### config.mk
export PLATFORM = sky130hd
export DESIGN_NAME = pipe_adder
export DESIGN_NICKNAME = d
export VERILOG_FILES = /design/src/rtl/pipe_adder.sv
export SDC_FILE = /design/constraint.sdc
export NUM_CORES = 1
export LEC_CHECK = 0
export ABC_AREA = 1
export BUFFER_PORTS_ARGS = -buffer_cell sky130_fd_sc_hd__buf_2
export CORE_UTILIZATION = 45
export DETAILED_ROUTE_END_ITERATION = 8
export PLACE_DENSITY = 0.73
export REMOVE_ABC_BUFFERS = 1
export SLEW_MARGIN = 20
export SYNTH_ARGS = -nofsm -noshare
export SYNTH_HDL_FRONTEND = slang
export SYNTH_SLANG_ARGS = --single-unit
### constraint.sdc
create_clock -name clk -period 8.55 [get_ports clk]
set_input_delay 1.2825 -clock clk [delete_from_list [all_inputs] [get_ports clk]]
set_output_delay 1.2825 -clock clk [all_outputs]
set_load 0.01 [all_outputs]
### src/rtl/pipe_adder.sv
// pipe_adder: pipelined add/sub, SLICE bits per stage, global stall; PIPE_ADDER_SAT_EN clamps on signed overflow
module pipe_adder #(
  parameter int WIDTH = 32,
  parameter int SLICE = 8
) (
  input  logic             clk,
  input  logic             rst,
  input  logic             in_valid,
  output logic             in_ready,
  input  logic [WIDTH-1:0] a,
  input  logic [WIDTH-1:0] b,
  input  logic             sub,
  input  logic             c_in,
  output logic             out_valid,
  input  logic             out_ready,
  output logic [WIDTH-1:0] sum,
  output logic             c_out,
  output logic             ovf,
  output logic             zero
);
  localparam int NSTAGE = WIDTH / SLICE;
  localparam int L = NSTAGE - 1;
  logic stall;
  logic [WIDTH-1:0] xa [NSTAGE];
  logic [WIDTH-1:0] xb [NSTAGE];
  logic [WIDTH-1:0] xs [NSTAGE];
  logic xc [NSTAGE];
  logic xv [NSTAGE];
  logic [SLICE:0] t;
  logic [WIDTH-1:0] fs;
  logic ov;
  assign stall = out_valid && !out_ready;
  assign in_ready = !stall;
  assign xa[0] = a;
  assign xb[0] = sub ? ~b : b;
  assign xs[0] = '0;
  assign xc[0] = sub | c_in;
  assign xv[0] = in_valid;
  for (genvar k = 0; k < L; k++) begin : g_st
    logic [SLICE:0] p;
    logic [WIDTH-1:0] ra, rb, rs;
    logic rc, rv;
    assign p = {1'b0, xa[k][k*SLICE +: SLICE]} + {1'b0, xb[k][k*SLICE +: SLICE]} + {{SLICE{1'b0}}, xc[k]};
    always_ff @(posedge clk)
      if (rst) rv <= 1'b0;
      else if (!stall) begin
        rv <= xv[k];
        ra <= xa[k];
        rb <= xb[k];
        rc <= p[SLICE];
        rs <= xs[k] | (WIDTH'(p[SLICE-1:0]) << (k*SLICE));
      end
    assign xa[k+1] = ra;
    assign xb[k+1] = rb;
    assign xs[k+1] = rs;
    assign xc[k+1] = rc;
    assign xv[k+1] = rv;
  end
  assign t = {1'b0, xa[L][L*SLICE +: SLICE]} + {1'b0, xb[L][L*SLICE +: SLICE]} + {{SLICE{1'b0}}, xc[L]};
  assign ov = xa[L][WIDTH-1] ^ xb[L][WIDTH-1] ^ t[SLICE-1] ^ t[SLICE];
`ifdef PIPE_ADDER_SAT_EN
  assign fs = ov ? {xa[L][WIDTH-1], {(WIDTH-1){~xa[L][WIDTH-1]}}} : xs[L] | (WIDTH'(t[SLICE-1:0]) << (L*SLICE));
`else
  assign fs = xs[L] | (WIDTH'(t[SLICE-1:0]) << (L*SLICE));
`endif
  always_ff @(posedge clk)
    if (rst) begin
      out_valid <= 1'b0;
      sum <= '0;
      c_out <= 1'b0;
      ovf <= 1'b0;
      zero <= 1'b0;
    end else if (!stall) begin
      out_valid <= xv[L];
      sum <= fs;
      c_out <= t[SLICE];
      ovf <= ov;
      zero <= fs == '0;
    end
endmodule

* Word level (Yosys, flattened, before mapping)
Cells that the tools add are included.
Operators by class: $add $sub $neg 8, $mul 0, div/mod/pow operators 0, order comparisons 0, equal/unequal tests 0, shifts and indexed selects 0, muxes and demuxes 1, bitwise logic cells 10, reductions and logical operators 5
Operators by type and width (count):
- $add A8 B8 Y9 | 4
- $add A9 B1 Y9 | 4
- $logic_not A32 Y1 | 1
- $mux W32 | 1
- $not A32 Y32 | 1
- $or A32 B24 Y32 | 1
- $or A32 B32 Y32 | 1
- $or A8 B16 Y16 | 1
- $xor A1 B1 Y1 | 3
- $logic_not A1 Y1 | 2
- $not A1 Y1 | 2
- $reduce_and A2 Y1 | 1
- $logic_and A1 B1 Y1 | 1
- $or A1 B1 Y1 | 1
Word-level totals: register bits after elaboration 306, bits in latches 0, RAM bits 0, ROM bits 0, output and inout port bits 37, logic and storage cells 44, memories 0

* Logic depth before layout (Yosys ltp)
word-level depth 4, gate-level depth with buffers 12

* Worst setup path after synthesis
No wires, ideal clock.
path kind input -> register, start in out_ready, end reg g_st[0].ra[10] (enable), setup time 0.655 ns, arrival 7.916 ns, required time 7.895 ns, path slack -0.021 ns, stages on the path 6, buffers on the path 2, cells stage by stage inv_1 > nand2_1 > inv_1 > buf_2 > buf_2 > nor2_1
On the way: longest elaborated chain between the ends 4
RTL lines:
- start: declaration | RTL line 15 | input logic out_ready,
- $logic_not A1 Y1 | RTL line 32 | assign stall = out_valid && !out_ready;
- $logic_and A1 B1 Y1 | RTL line 32
- $not A1 Y1 (no line)
- $reduce_and A2 Y1 (no line)
- end signal: assignment | RTL line 48 | ra <= xa[k];
- end: declaration | RTL line 41 | logic [WIDTH-1:0] ra, rb, rs;
Every way passes these cells. A chain may end at the register's enable or synchronous reset.

* Final worst setup path
start in sub, end reg g_st[0].rc, data pin
On the way: longest elaborated chain between the ends 3, elaborated cells between the ends (all ways) 4
RTL lines:
- start: declaration | RTL line 12 | input logic sub,
- $mux W32 | RTL line 35 | assign xb[0] = sub ? ~b : b;
- $add A8 B8 Y9 | RTL line 43 | assign p = {1'b0, xa[k][k*SLICE +: SLICE]} + {1'b0, xb[k][k*SLICE +: SLICE]} + {{SLICE{1'b0}}, xc[k]};
- $add A9 B1 Y9 * | RTL line 43
- named net g_st[0].p[8] | RTL line 40 | logic [SLICE:0] p;
- end signal: assignment | RTL line 50 | rc <= p[SLICE];
- end: declaration | RTL line 42 | logic rc, rv;
Mark *: on every way through the listed nets, which the timed path passes. The rest lies on a longest branch.

==> results.tsv <==
metric	value	unit
outcome	complete, no violations	
Die ar.	0.0170	mm2
pre-CTS setup slack	4320	ps
placed wire-length estimate	8170	um
crit path max fanout	33	
CTS Buf Count	17	
largest net degree at the start of global routing	94	
Hold Vio Cnt, Final	0	
RR Startpoint	g_st[0].ra[8]	
Design Power	2.12	mW
min-delay src	g_st[0].ra[26]	
starting density of the core	46.4	%
max_cap viols	0	
main area contributors after synthesis	edfxtp_1 (59%), dfxtp_1 (11%), xor2_1 (5.7%), ha_1 (4.7%), nor2_1 (3.2%)	
Post-CTS Setup Repair Bufs	0	
Setup-failing EPs final	0	
hold_buf cts	0	
htree depth	4	
period utilization	43.9	%
clock latency at the later pin of the worst-skew pair	420	ps
post-synthesis sequential area ratio	70.0	%
Syn Area/Cell	13.4	um2
die height	130	um
standard-cell rows	46	
root buffer cell	clkbuf_16	
I/O Pins	107	
vias per cell	4.73	
Resized cells post-CTS	0	
Final Core Density	55.0	%
Max transition margin	35.9	%
total track usage	14.7	%
share of cells above drive strength 1	21.1	%
initial antenna violation count	0	
IO buf count	106	
nets	775	
DR WL/cell	13.2	um
crit path capture type	flip-flop	
die width	130	um
drt drc	0	
Hold WC Path Type	flip-flop to flip-flop	
first-pass GRT wire length	18900	um
max-slew violations	0	
LEAKAGE	3.66	nW
Post-Syn Instances	555	
Yosys warnings	0	
vias in the first global route	3992	
detailed-route via count	4251	
DP Area	0.00820	mm2
area delta synth->final	18.5	%
min Tclk post-route	3750	ps
Synth cell types	25	
crit path launch	sub	
post-route cell area	0.00880	mm2
Fmax	0.266	GHz
cell area after synthesis	0.00742	mm2
top cell type by total area after synthesis	edfxtp_1	
gr ovfl total	0	
Worst Setup Start Kind	input port	
Worst-path clk slew	60	ps
antenna cells	0	
arrival time at the worst endpoint	3930	ps
Starting DRT DRC Count	280	
final RePlAce weighted congestion	0.843	
Max IR drop VDD	0.167	mV
CTS max path bufs	2	
final WL	11900	um
core area	0.0160	mm2
Routed Antenna Nets	0	
CP required	8720	ps
crit path kind	input port to flip-flop	
Clock Sinks	186	
Worst-Margin Slew	962	ps
TritonCTS clock tree	built	
power per cell area	241	mW/mm2
area share of the largest cell type after synthesis	59.5	%
final worst slack	4800	ps
drt first pass iters	4	
clock skew	8.93	ps
RSZ-0062 raised after global routing	no	
FF+latch count, synth	186	
cell type report:
type,instances,area (um2)
Clock buffer,17,425
Clock inverter,15,174
Fill cell,1380,7200
Inverter,46,173
Multi-Input combinational cell,308,2000
Sequential cell,186,5190
Tap cell,216,270
Timing Repair Buffer,110,564
through the flow:
step                hold WS (ps)  setup TNS, ps  cells
floorplan                    400        -143840    540
global placement             404              0    866
detailed placement           405              0    866
CTS                          420              0    898
global route                 423              0    898
finish                       419              0    898
routing by layer:
metal	up-vias	track usage [%]	wire length (um)
li1	2164	-	-
met1	1969	19.5	5630
met2	99	22.9	5550
met3	19	3.42	461
met4	0	7.10	247
met5	-	0	0
flip-flops by register name (all words and copies together), names as in the netlist:
| signal | flops |
|---|---|
| c_out | 1 |
| g_st.ra | 48 |
| g_st.rb | 48 |
| g_st.rc | 3 |
| g_st.rs | 48 |
| g_st.rv | 3 |
| out_valid | 1 |
| ovf | 1 |
| sum | 32 |
| zero | 1 |
final timing paths:
check                        end  slack, ps  cells past startpoint
setup / recovery      g_st[0].rc       4800                     12
hold / removal    g_st[1].ra[26]        420                      0
setup reg to reg      g_st[1].rc       6400                     12
hold reg to reg   g_st[1].ra[26]        420                      0
power breakdown:
part / leakage (nW) / internal, mW / switching [mW]
logic: 1.62 / 0.0921 / 0.133
clock network: 0.285 / 0.459 / 0.321
registers: 1.76 / 1.08 / 0.0316
cell families (layout without fill, tap and decap cells):
group	after synthesis	after routing	synth area share [%]
buffers and inverters	61	188	3.20
DFF	186	186	70.0
and+or+nand+nor	134	134	7.52
adders and majority gates	36	36	6.88
xor gates and xnor gates	52	52	6.13
AOI/OAI and AO/OA	86	86	6.30
synthesized netlist by cell type:
master,number
dfxtp_1,39
o21bai_1,4
o211ai_1,8
ha_1,28
a21oi_1,35
or2_2,1
clkinv_1,1
nand4_1,7
nand3b_2,1
nand3b_1,3
buf_2,7
xor2_1,48
nand2_1,46
nor3_1,1
fa_1,8
o21ai_0,36
a21oi_2,1
xnor2_1,4
nand3_1,12
o21a_1,1
clkbuf_1,8
inv_1,45
nor2_1,63
a31oi_1,1
edfxtp_1,147
layout by cell type (no fill, tap or decap), drive strengths merged, types with 3 or more instances in the layout:
master,Yosys,routed
clkinv,1,8
clkbuf,8,17
edfxtp,147,147
clkinvlp,0,3
nand2,46,46
nor2,63,63
ha,28,28
nand3b,4,4
buf,7,110
o21ai,36,36
fa,8,8
xor2,48,48
xnor2,4,4
bufinv,0,3
nand4,7,7
dfxtp,39,39
o21bai,4,4
a21oi,36,36
o211ai,8,8
nand3,12,12
inv,45,47
worst max-delay path, cell delays in order:
cell	delay, ps
buf_2	720
xor2_1	200
fa_1	490
fa_1	420
nand3_1	100
nand2_1	90
nand2_1	70
nand2_1	50
a21oi_1	220
inv_1	70
a21oi_1	130
o21bai_1	70
Note: power is estimated with default switching activity, not from simulation.
